<file path="src/rtl/uart_json_pkg.sv">
// Shared types and constants for the JSON-over-UART drive-state receiver.
// Holds RX/parser state enums, the "state": key literal, whitespace and range limits.
// UART_JSON_RX_PARITY_EN adds the RX_PARITY state to the receiver enum.
package uart_json_pkg;

`ifdef UART_JSON_RX_PARITY_EN
    typedef enum logic [2:0] {
        RX_IDLE, RX_START, RX_DATA, RX_PARITY, RX_STOP, RX_WAIT_HIGH
    } rx_state_t;
`else
    typedef enum logic [2:0] {
        RX_IDLE, RX_START, RX_DATA, RX_STOP, RX_WAIT_HIGH
    } rx_state_t;
`endif

    typedef enum logic [2:0] {
        PS_WAIT_OPEN, PS_MATCH_KEY, PS_DIGIT1, PS_DIGIT2, PS_CLOSE
    } parse_state_t;

    // Key literal "state": ; element 0 is the first byte on the wire.
    localparam int KEY_LEN = 8;
    localparam logic [KEY_LEN-1:0][7:0] KEY_BYTES =
        {8'h3A, 8'h22, 8'h65, 8'h74, 8'h61, 8'h74, 8'h73, 8'h22};

    localparam logic [7:0] WS_SPACE    = 8'h20;
    localparam logic [7:0] WS_CR       = 8'h0D;
    localparam logic [7:0] WS_LF       = 8'h0A;
    localparam logic [7:0] BRACE_OPEN  = 8'h7B;
    localparam logic [7:0] BRACE_CLOSE = 8'h7D;

    localparam logic [4:0] MAX_STATE = 5'd15;

    function automatic logic is_ws(input logic [7:0] b);
        return (b == WS_SPACE) || (b == WS_CR) || (b == WS_LF);
    endfunction

    function automatic logic is_digit(input logic [7:0] b);
        return (b >= 8'h30) && (b <= 8'h39);
    endfunction

endpackage

</file>
<file path="src/rtl/uart_json_rx_byte.sv">
// 8N1 (optionally 8E1) UART byte receiver with 2-flop input synchronizer; parity via UART_JSON_RX_PARITY_EN.
// byte_valid registered one cycle after the mid-stop-bit sample (~2 + CPB/2 + 9*CPB cycles from start edge).
// No backpressure: byte_valid is a one-cycle strobe the consumer must take; frame_err is a one-cycle strobe.
module uart_rx_byte
    import uart_json_pkg::*;
#(
    parameter int CLKS_PER_BIT = 434
) (
    input  logic       clk,
    input  logic       rst,
    input  logic       uart_rx,
    output logic [7:0] rx_byte,
    output logic       byte_valid,
    output logic       frame_err
);

    localparam int CNT_W = (CLKS_PER_BIT > 2) ? $clog2(CLKS_PER_BIT) : 1;
    localparam logic [CNT_W-1:0] HALF_M1 = CNT_W'(CLKS_PER_BIT / 2 - 1);
    localparam logic [CNT_W-1:0] BIT_M1  = CNT_W'(CLKS_PER_BIT - 1);

    rx_state_t        state_q, state_d;
    logic [CNT_W-1:0] cnt_q, cnt_d;
    logic [2:0]       bit_q, bit_d;
    logic [7:0]       shift_q, shift_d;
    logic             meta_q, meta_d;
    logic             sync_q, sync_d;
    logic             byte_valid_q, byte_valid_d;
    logic             frame_err_q, frame_err_d;
    logic             stop_ok;
`ifdef UART_JSON_RX_PARITY_EN
    logic             par_ok_q, par_ok_d;
    assign stop_ok = sync_q && par_ok_q;
`else
    assign stop_ok = sync_q;
`endif

    // Next-state logic: synchronizer shift, bit-timing counter and RX FSM.
    always_comb begin
        meta_d       = uart_rx;
        sync_d       = meta_q;
        state_d      = state_q;
        cnt_d        = cnt_q + 1'b1;
        bit_d        = bit_q;
        shift_d      = shift_q;
        byte_valid_d = 1'b0;
        frame_err_d  = 1'b0;
`ifdef UART_JSON_RX_PARITY_EN
        par_ok_d     = par_ok_q;
`endif
        case (state_q)
            RX_IDLE: begin
                cnt_d = '0;
                if (!sync_q) state_d = RX_START;
            end
            RX_START: begin
                // Mid-start-bit resample rejects short glitches silently.
                if (cnt_q == HALF_M1) begin
                    cnt_d   = '0;
                    bit_d   = '0;
                    state_d = sync_q ? RX_IDLE : RX_DATA;
                end
            end
            RX_DATA: begin
                if (cnt_q == BIT_M1) begin
                    cnt_d   = '0;
                    shift_d = {sync_q, shift_q[7:1]};
                    bit_d   = bit_q + 1'b1;
`ifdef UART_JSON_RX_PARITY_EN
                    if (bit_q == 3'd7) state_d = RX_PARITY;
`else
                    if (bit_q == 3'd7) state_d = RX_STOP;
`endif
                end
            end
`ifdef UART_JSON_RX_PARITY_EN
            RX_PARITY: begin
                if (cnt_q == BIT_M1) begin
                    cnt_d    = '0;
                    par_ok_d = ~(^shift_q ^ sync_q);
                    state_d  = RX_STOP;
                end
            end
`endif
            RX_STOP: begin
                if (cnt_q == BIT_M1) begin
                    cnt_d = '0;
                    if (stop_ok) begin
                        byte_valid_d = 1'b1;
                        state_d      = RX_IDLE;
                    end else begin
                        frame_err_d  = 1'b1;
                        state_d      = RX_WAIT_HIGH;
                    end
                end
            end
            RX_WAIT_HIGH: begin
                // A low stop bit may be a break; wait for idle before rearming.
                cnt_d = '0;
                if (sync_q) state_d = RX_IDLE;
            end
            default: state_d = RX_IDLE;
        endcase
    end

    // Receiver registers; synchronizer flops reset to the idle-high line level.
    always_ff @(posedge clk or posedge rst) begin
        if (rst) begin
            meta_q       <= 1'b1;
            sync_q       <= 1'b1;
            state_q      <= RX_IDLE;
            cnt_q        <= '0;
            bit_q        <= '0;
            shift_q      <= '0;
            byte_valid_q <= 1'b0;
            frame_err_q  <= 1'b0;
`ifdef UART_JSON_RX_PARITY_EN
            par_ok_q     <= 1'b0;
`endif
        end else begin
            meta_q       <= meta_d;
            sync_q       <= sync_d;
            state_q      <= state_d;
            cnt_q        <= cnt_d;
            bit_q        <= bit_d;
            shift_q      <= shift_d;
            byte_valid_q <= byte_valid_d;
            frame_err_q  <= frame_err_d;
`ifdef UART_JSON_RX_PARITY_EN
            par_ok_q     <= par_ok_d;
`endif
        end
    end

    assign rx_byte    = shift_q;
    assign byte_valid = byte_valid_q;
    assign frame_err  = frame_err_q;

endmodule

</file>
<file path="src/rtl/uart_json_rx.sv">
// Top: UART receiver plus strict parser for {"state":N} frames driving a 4-bit drive state.
// state_valid/parse_err registered one cycle after the decisive byte; frame_err passes from the receiver.
// No backpressure: all outputs are one-cycle strobes; build option UART_JSON_RX_PARITY_EN enables even parity.
module uart_json_rx
    import uart_json_pkg::*;
#(
    parameter int CLK_FREQ = 50_000_000,
    parameter int BAUD     = 115_200
) (
    input  logic       clk,
    input  logic       rst,
    input  logic       uart_rx,
    output logic [3:0] state_out,
    output logic       state_valid,
    output logic       frame_err,
    output logic       parse_err
);

    localparam int CLKS_PER_BIT = CLK_FREQ / BAUD;

    logic [7:0] rx_byte;
    logic       byte_valid;

    uart_rx_byte #(
        .CLKS_PER_BIT (CLKS_PER_BIT)
    ) u_rx (
        .clk        (clk),
        .rst        (rst),
        .uart_rx    (uart_rx),
        .rx_byte    (rx_byte),
        .byte_valid (byte_valid),
        .frame_err  (frame_err)
    );

    parse_state_t ps_q, ps_d;
    logic [2:0]   idx_q, idx_d;
    logic [4:0]   acc_q, acc_d;
    logic [3:0]   state_out_q, state_out_d;
    logic         state_valid_q, state_valid_d;
    logic         parse_err_q, parse_err_d;
    logic [6:0]   acc_mult;

    // Parser next state: whitespace skip, '{' resync, key match, 1-2 digits, close brace.
    always_comb begin
        ps_d          = ps_q;
        idx_d         = idx_q;
        acc_d         = acc_q;
        state_out_d   = state_out_q;
        state_valid_d = 1'b0;
        parse_err_d   = 1'b0;
        // Second digit: acc is at most 9 here, so 7 bits hold the product exactly.
        acc_mult      = 7'(acc_q) * 7'd10 + {3'b000, rx_byte[3:0]};
        if (byte_valid && !is_ws(rx_byte)) begin
            if (rx_byte == BRACE_OPEN) begin
                ps_d  = PS_MATCH_KEY;
                idx_d = '0;
                acc_d = '0;
            end else begin
                case (ps_q)
                    PS_WAIT_OPEN: ps_d = PS_WAIT_OPEN;
                    PS_MATCH_KEY: begin
                        if (rx_byte == KEY_BYTES[idx_q]) begin
                            if (idx_q == 3'(KEY_LEN - 1)) ps_d = PS_DIGIT1;
                            else                         idx_d = idx_q + 1'b1;
                        end else begin
                            parse_err_d = 1'b1;
                            ps_d        = PS_WAIT_OPEN;
                        end
                    end
                    PS_DIGIT1: begin
                        if (is_digit(rx_byte)) begin
                            acc_d = {1'b0, rx_byte[3:0]};
                            ps_d  = PS_DIGIT2;
                        end else begin
                            parse_err_d = 1'b1;
                            ps_d        = PS_WAIT_OPEN;
                        end
                    end
                    PS_DIGIT2, PS_CLOSE: begin
                        if (ps_q == PS_DIGIT2 && is_digit(rx_byte)) begin
                            // Saturate so out-of-range values cannot wrap back into 0..15.
                            acc_d = (acc_mult > 7'd31) ? 5'd31 : acc_mult[4:0];
                            ps_d  = PS_CLOSE;
                        end else if (rx_byte == BRACE_CLOSE) begin
                            ps_d = PS_WAIT_OPEN;
                            if (acc_q <= MAX_STATE) begin
                                state_out_d   = acc_q[3:0];
                                state_valid_d = 1'b1;
                            end else begin
                                parse_err_d   = 1'b1;
                            end
                        end else begin
                            parse_err_d = 1'b1;
                            ps_d        = PS_WAIT_OPEN;
                        end
                    end
                    default: ps_d = PS_WAIT_OPEN;
                endcase
            end
        end
    end

    // Parser and output registers.
    always_ff @(posedge clk or posedge rst) begin
        if (rst) begin
            ps_q          <= PS_WAIT_OPEN;
            idx_q         <= '0;
            acc_q         <= '0;
            state_out_q   <= '0;
            state_valid_q <= 1'b0;
            parse_err_q   <= 1'b0;
        end else begin
            ps_q          <= ps_d;
            idx_q         <= idx_d;
            acc_q         <= acc_d;
            state_out_q   <= state_out_d;
            state_valid_q <= state_valid_d;
            parse_err_q   <= parse_err_d;
        end
    end

    assign state_out   = state_out_q;
    assign state_valid = state_valid_q;
    assign parse_err   = parse_err_q;

endmodule

</file>
<file path="config.mk">
export PLATFORM = sky130hd
export DESIGN_NAME = uart_json_rx
export DESIGN_NICKNAME = d
export VERILOG_FILES = /design/src/rtl/uart_json_pkg.sv /design/src/rtl/uart_json_rx_byte.sv /design/src/rtl/uart_json_rx.sv
export SDC_FILE = /design/constraint.sdc
export NUM_CORES = 1
export LEC_CHECK = 0
export CORE_ASPECT_RATIO = 1.75
export CORE_UTILIZATION = 60
export DETAILED_ROUTE_END_ITERATION = 6
export DONT_BUFFER_PORTS = 1
export PLACE_DENSITY_LB_ADDON = 0.15
export REMOVE_ABC_BUFFERS = 1
export SETUP_SLACK_MARGIN = 0.5
export SLEW_MARGIN = 15
export SYNTH_ARGS = -nofsm -noshare
export SYNTH_HDL_FRONTEND = slang
export SYNTH_SLANG_ARGS = --single-unit
</file>
<file path="constraint.sdc">
create_clock -name clk -period 4.4 [get_ports clk]
set_input_delay 0.22 -clock clk [delete_from_list [all_inputs] [get_ports clk]]
set_output_delay 0.22 -clock clk [all_outputs]
set_load 0.1 [all_outputs]
</file>
# Word-level counts from Yosys, hierarchy flattened
# Memories as Yosys holds them, arrays and structs flattened.
# Index checks and enable logic that the tools add are counted.
# W data, S select, Z words.
[totals]
register_bits = 44
rom_bits = 64
inputBits = 3
out_inout_bits = 7
word_cells = 127
mem_count = 1
[op_classes]
addsub = 4
n_mul = 1
n_lt_le_gt_ge = 5
eq_ne = 28
n_mux = 51
n_bitwise = 2
n_reduce_logical = 21
[mem_list]
columns = ["memory", "depth", "word_bits", "read_ports", "rd_clocked_by_memory_dff", "wr", "line", "rtl"]
rows = [
  ["(no name shown)", 8, 8, 1, 0, 0, "uart_json_rx.sv:62", "if (rx_byte == KEY_BYTES[idx_q]) begin"],
]
[op_table]
columns = ["op", "n"]
rows = [
  ["$mux W3", 17],
  ["$pmux W9 S3", 1],
  ["$mux W5", 4],
  ["$mux W1", 19],
  ["$mux W9", 2],
  ["$eq A8 B4 Y1 const B", 2],
  ["$eq A8 B7 Y1 const B", 2],
  ["$pmux W3 S5", 1],
  ["$eq A3 B2 Y1 const B", 4],
  ["$eq A3 B3 Y1 const B", 4],
  ["$reduce_and A6 Y1", 2],
  ["$ne A2 B1 Y1 const B", 5],
  ["$pmux W5 S2", 1],
  ["$add A9 B1 Y9 const B", 1],
  ["$eq A9 B8 Y1 const B", 1],
  ["$eq A9 B9 Y1 const B", 1],
  ["$pmux W3 S3", 1],
  ["$eq A8 B6 Y1 const B", 1],
  ["$eq A8 B8 Y1", 1],
  ["$ge A8 B6 Y1 const B", 1],
  ["$le A8 B6 Y1 const B", 1],
  ["$mux W8", 1],
  ["$reduce_and A4 Y1", 2],
  ["$add A7 B4 Y7", 1],
  ["other kinds (22)", 36],
]

# Logic depth before layout (Yosys ltp)
[logic_depth]
depth_word = 7
mapped_depth = 9
depth_no_buf = 9

# Cells and area by module
# Synthesis repeated with hierarchy kept, for this count alone.
[hier_totals]
cells_unflattened = 263
area_unflattened_um2 = 2835.2
[by_module_without_submodules]
columns = ["mod", "instances", "cells_per_inst", "area_per_inst_um2", "seq_area_each_um2"]
rows = [
  ["uart_json_rx", 1, 155, 1514.0, 425.4],
  ["uart_rx_byte", 1, 108, 1321.3, 678.2],
]

# Least setup slack after synthesis
# No wires, ideal clock.
[synth_path]
path_type = "register to register"
startpoint = "register acc_q[1]"
endpoint = "register acc_q[3]"
setup_time_ns = 0.124
arrival_time_ns = 2.241
t_required_ns = 4.276
setup_slack_ns = 2.035
stages_incl_launch_ff = 10
n_path_buf = 0
period_less_slack_ns = 2.365
path_cell_list = "dfrtp_1 > ha_1 > ha_1 > fa_1 > xnor2_1 > xnor2_1 > nand2b_1 > or3_1 > o211ai_1 > o21ai_1"
[synth_between]
elab_chain_len = 7
[synth_lines]
columns = ["element", "line", "rtl"]
rows = [
  ["start: declaration", "uart_json_rx.sv:37", "logic [4:0] acc_q, acc_d;"],
  ["start signal: assignment", "uart_json_rx.sv:108", "acc_q <= '0;"],
  ["start signal: assignment", "uart_json_rx.sv:115", "acc_q <= acc_d;"],
  ["$mul A5 B3 Y6 *", "uart_json_rx.sv:52", "acc_mult = 7'(acc_q) * 7'd10 + {3'b000, rx_byte[3:0]};"],
  ["$add A7 B4 Y7 *", "uart_json_rx.sv:52", ""],
  ["$gt A7 B5 Y1", "uart_json_rx.sv:82", "acc_d = (acc_mult > 7'd31) ? 5'd31 : acc_mult[4:0];"],
  ["$mux W5 *", "uart_json_rx.sv:82", ""],
  ["$mux W5 *", "uart_json_rx.sv:80", "if (ps_q == PS_DIGIT2 && is_digit(rx_byte)) begin"],
  ["$pmux W5 S2 *", "uart_json_rx.sv:59", "case (ps_q)"],
  ["$mux W5 *", "uart_json_rx.sv:54", "if (rx_byte == BRACE_OPEN) begin"],
]
# Every way passes the cells marked *; elsewhere a longest branch is shown, timed or not. The select of a mux whose other input is x is not followed.
# A chain may end at the register's enable or synchronous reset.

# Worst setup path after layout
[layout_path]
startpoint = "register acc_q[1]"
endpoint = "register acc_q[2]"
# The elaborated chain is that of the path after synthesis.

==> report_table.html <==
<table>
<tr><th>Metric</th><th>Value</th></tr>
<tr><th colspan="2">Run status</th></tr>
<tr><td>Outcome</td><td>finished with violations</td></tr>
<tr><td>Violations in the final reports</td><td>negative hold slack</td></tr>
<tr><th colspan="2">Floorplanning</th></tr>
<tr><td>Core area</td><td>around 4400 um2</td></tr>
<tr><td>Number of primary I/O pins</td><td>10</td></tr>
<tr><td>Initial core utilization</td><td>0.625</td></tr>
<tr><td>Total number of placement rows</td><td>32</td></tr>
<tr><td>Die span in x</td><td>approximately 53 um</td></tr>
<tr><td>DIE AREA</td><td>approximately 4900 um2</td></tr>
<tr><td>Die height</td><td>~92 um</td></tr>
<tr><th colspan="2">Setup path</th></tr>
<tr><td>Kind of capture point of the worst setup path</td><td>register</td></tr>
<tr><td>Reg-to-reg setup timing slack</td><td>between 1500 and 2000 ps</td></tr>
<tr><td>Arrival time of the worst setup path</td><td>approximately 2700 ps</td></tr>
<tr><td>Maximum net fanout on the critical path</td><td>5</td></tr>
<tr><td>Critical Path Start Type</td><td>register</td></tr>
<tr><td>Worst setup path class</td><td>reg -&gt; reg</td></tr>
<tr><td>Critical Path RT</td><td>4590 ps</td></tr>
<tr><th colspan="2">Yosys</th></tr>
<tr><td>Post-Synthesis Mean Instance Area</td><td>10.1 um2</td></tr>
<tr><td>Post-synthesis register bit count</td><td>44</td></tr>
<tr><td>Dominant cell by count in the synthesized netlist</td><td>sky130_fd_sc_hd__dfrtp_1</td></tr>
<tr><td>Share of the synthesized area in the top cell type</td><td>0.382</td></tr>
<tr><td>Cell taking the most area after synthesis</td><td>sky130_fd_sc_hd__dfrtp_1</td></tr>
<tr><td>Number of flops mapped to enable cells by yosys</td><td>0</td></tr>
<tr><td>Dominant cells by area after synthesis</td><td>sky130_fd_sc_hd__dfrtp_1, sky130_fd_sc_hd__ha_1, sky130_fd_sc_hd__nor2_1, sky130_fd_sc_hd__nand2_1, sky130_fd_sc_hd__xnor2_1</td></tr>
<tr><td>Most numerous cell types in the synthesized netlist</td><td>sky130_fd_sc_hd__dfrtp_1, sky130_fd_sc_hd__nor2_1, sky130_fd_sc_hd__nand2_1</td></tr>
<tr><td>Top flip-flop cell by instance count after synthesis</td><td>sky130_fd_sc_hd__dfrtp_1</td></tr>
<tr><td>Post-synthesis cell count</td><td>around 270</td></tr>
<tr><td>Cell area after synthesis</td><td>between 2000 and 3000 um2</td></tr>
<tr><td>Warnings, synthesis</td><td>0</td></tr>
<tr><td>Count of distinct cell types in the synthesized netlist</td><td>around 60</td></tr>
<tr><td>Share of flip-flops with an asynchronous set or reset after synthesis</td><td>1.00</td></tr>
<tr><td>Share of the yosys chip area belonging to registers</td><td>0.401</td></tr>
<tr><th colspan="2">Clocking</th></tr>
<tr><td>Later-pin clock latency in the skew report</td><td>about 310 ps</td></tr>
<tr><td>Clock input transition at the sequential cells of the worst setup and hold paths</td><td>about 90 ps</td></tr>
<tr><td>Largest buffer count on any clock path</td><td>2</td></tr>
<tr><td>Clock tree root driver cell</td><td>sky130_fd_sc_hd__clkbuf_8</td></tr>
<tr><td>Clock tree from TritonCTS</td><td>yes</td></tr>
<tr><td>Number of buffers created by CTS</td><td>5</td></tr>
<tr><td>Number of levels the H-tree was split into</td><td>2</td></tr>
<tr><td>Number of sinks handled by clock tree synthesis</td><td>44</td></tr>
<tr><th colspan="2">Global route</th></tr>
<tr><td>Antenna violations before repair</td><td>0</td></tr>
<tr><td>First-pass GRT wire length</td><td>9.05 mm</td></tr>
<tr><td>Final global-route overflow total</td><td>0</td></tr>
<tr><td>Number of global-route vias before repair</td><td>2,062</td></tr>
<tr><td>Maximum number of pins on one net before global-route repair</td><td>45</td></tr>
<tr><td>Total global-route track usage</td><td>0.253</td></tr>
<tr><th colspan="2">Drt</th></tr>
<tr><td>Top routing layer used</td><td>met4</td></tr>
<tr><td>Total via count in the routed design</td><td>about 1.9k</td></tr>
<tr><td>Post-detailed-route wirelength per cell</td><td>16.1 um</td></tr>
<tr><td>Remaining routing DRC violations</td><td>0</td></tr>
<tr><td>Count of TritonRoute iterations in the first routing pass</td><td>4</td></tr>
<tr><td>Drt first-iter violations</td><td>45</td></tr>
<tr><td>Met3 WL post-DR</td><td>between 100 and 150 um</td></tr>
<tr><td>Post-detailed-route count of antenna-violating nets</td><td>0</td></tr>
<tr><td>Metal1 wirelength</td><td>1.99 mm</td></tr>
<tr><td>Mean number of vias per cell</td><td>approximately 6.0</td></tr>
<tr><td>Wire length reported by the detailed router</td><td>5.22 mm</td></tr>
<tr><td>Met2 wire length</td><td>2.97 mm</td></tr>
<tr><th colspan="2">Hold path</th></tr>
<tr><td>Classification of the worst-slack hold path</td><td>in -&gt; async</td></tr>
<tr><th colspan="2">Cells and area</th></tr>
<tr><td>Net count reported at finish</td><td>296</td></tr>
<tr><td>Area Overhead vs Synth</td><td>4.09%</td></tr>
<tr><td>Number of antenna repair diodes</td><td>0</td></tr>
<tr><td>Share of cells above drive strength 1</td><td>0.117</td></tr>
<tr><td>Layout fillers</td><td>366</td></tr>
<tr><th colspan="2">Power</th></tr>
<tr><td>Power density of the placed cells</td><td>234 nW/um2</td></tr>
<tr><td>Net Sw Frac</td><td>0.227</td></tr>
<tr><td>IR drop worst, VDD</td><td>between 200 and 250 uV</td></tr>
<tr><td>Cell-internal power</td><td>518 uW</td></tr>
<tr><td>Net switching power</td><td>approximately 150 uW</td></tr>
<tr><td>Portion of total power attributed to sequential cells</td><td>0.607</td></tr>
<tr><td>Part of the total power dissipated in the clock network</td><td>0.380</td></tr>
<tr><td>Part of the total power dissipated in combinational logic</td><td>0.014</td></tr>
<tr><td>Total Power</td><td>670 uW</td></tr>
<tr><td>Leak</td><td>1.27 nW</td></tr>
<tr><th colspan="2">Timing</th></tr>
<tr><td>Final setup skew</td><td>14.5 ps</td></tr>
<tr><td>Setup repair after global routing missed its margin</td><td>false</td></tr>
<tr><td>Min cycle time layout</td><td>2540 ps</td></tr>
<tr><td>Worst slew slack as a fraction of its limit</td><td>0.396</td></tr>
<tr><td>Final WS setup</td><td>1860 ps</td></tr>
<tr><td>Number of hold violations in the final report</td><td>33</td></tr>
<tr><td>Pins Over Slew Limit</td><td>0</td></tr>
<tr><td>Tcrit/Tclk final</td><td>0.578</td></tr>
<tr><td>Setup-failing EPs final</td><td>0</td></tr>
<tr><td>Worst hold slack</td><td>-21.0 ps</td></tr>
<tr><td>Maximum frequency from static timing analysis</td><td>~0.39 GHz</td></tr>
<tr><td>Total negative setup slack</td><td>0 ps</td></tr>
<tr><td>Least-Margin Pin Slew</td><td>just over 900 ps</td></tr>
<tr><th colspan="2">Job</th></tr>
<tr><td>Max-capacitance violation count</td><td>0</td></tr>
<tr><th colspan="2">Place</th></tr>
<tr><td>Post-Place Setup Slack</td><td>roughly 1900 ps</td></tr>
<tr><td>Count of port buffers added during placement</td><td>0</td></tr>
<tr><td>Final Wtd Congestion</td><td>roughly 0.9</td></tr>
<tr><td>Detailed Place HPWL</td><td>~3.9 mm</td></tr>
</table>
stage by stage:
step,util,instance area [um2],instances,hold WS (ps)
floorplan,-,2710,265,224
global placement,0.629,2770,316,225
detailed placement,0.629,2770,316,225
CTS,0.651,2870,325,7.24
global route,0.651,2870,325,66.2
finish,0.651,2870,325,-21.0
registers in the layout, indices dropped and copies added (netlist names), 3 cells and up:
name / flops
u_rx.cnt_q: 9
u_rx.rx_byte: 8
acc_q: 5
state_out: 4
idx_q: 3
ps_q: 3
u_rx.bit_q: 3
u_rx.state_q: 3
layout make-up:
cell class                 instances  area (um2)  share of cell area
tap                               51        63.8              0.0223
multi-input combinational        211        1570               0.546
inverter                          10        37.5              0.0131
sequential                        44        1100               0.385
timing repair buffer               1        10.0             0.00349
clock inverter                     2        12.5             0.00436
clock buffer                       6        72.6              0.0253
kinds of logic (layout without fill, tap and decap cells):
kind of cell             count (synthesis)  in the layout  synth area share
AO/OA/AOI/OAI                           49             49             0.131
AND/OR/NAND/NOR                        109            109             0.219
adder cells (fa/ha/maj)                 20             20            0.0963
buffers and inverters                   19             19            0.0304
XOR/XNOR                                19             19            0.0604
multiplexers                            14             14            0.0622
flip-flops                              44             44             0.401
worst paths after layout:
check / to / cells past startpoint / from
worst max-delay path: acc_q[2] / 8 / acc_q[1]
worst min-delay path: u_rx.bit_q[0] / 1 / rst
worst max register to register: acc_q[2] / 8 / acc_q[1]
worst min register to register: u_rx.stop_ok / 0 / u_rx.meta_q
max in group asynchronous: u_rx.cnt_q[2] / 1 / rst
min in group clk: u_rx.stop_ok / 0 / u_rx.meta_q
critical path, stage by stage (launching register included):
cell,delay (ps)
sky130_fd_sc_hd__dfrtp_1,460
sky130_fd_sc_hd__ha_1,320
sky130_fd_sc_hd__ha_1,200
sky130_fd_sc_hd__fa_1,370
sky130_fd_sc_hd__xnor2_1,140
sky130_fd_sc_hd__xnor2_1,360
sky130_fd_sc_hd__nand3_1,160
sky130_fd_sc_hd__o32ai_1,300
sky130_fd_sc_hd__o31ai_1,110
per-layer routing:
layer  global-route usage  vias to the layer above
li1                     -                      966
met5                    0                        -
met2                0.461                       24
met4                0.132                        0
met1                0.252                      947
met3               0.0448                       12
repair_timing:
| action | 4_1_cts | 5_1_grt |
|---|---|---|
| endpoints found under the setup margin | 0 | 0 |
| hold buffers | 1 | 0 |
| buffers inserted | 0 | 0 |
| resized for setup | 0 | 0 |
| endpoints found under the hold margin | 1 | 0 |
cell usage in the layout (no fill, tap or decap), types with 4 or more instances in the layout:
cell type                  count
sky130_fd_sc_hd__mux2_2        7
sky130_fd_sc_hd__inv_1         9
sky130_fd_sc_hd__nor2_1       26
sky130_fd_sc_hd__or3_1         5
sky130_fd_sc_hd__a21oi_1      11
sky130_fd_sc_hd__xnor2_1      10
sky130_fd_sc_hd__nor2b_1       6
sky130_fd_sc_hd__ha_1         18
sky130_fd_sc_hd__dfrtp_1      42
sky130_fd_sc_hd__xor2_1        9
sky130_fd_sc_hd__o21ai_1       5
sky130_fd_sc_hd__mux2_4        4
sky130_fd_sc_hd__nand3_1      12
sky130_fd_sc_hd__nand2_1      25
sky130_fd_sc_hd__clkbuf_8      5
sky130_fd_sc_hd__o21ai_0      10
power by group through the flow:
stage	clock [mW]	combinational, mW	sequential, mW
after global routing	0.279	0.0116	0.407
after global placement	0	0.00911	0.415
after detailed placement	0	0.00923	0.415
after CTS	0.261	0.00994	0.407
after floorplan	0	0.00686	0.414
final	0.254	0.00921	0.407
Note: power is estimated with default switching activity, not from simulation.
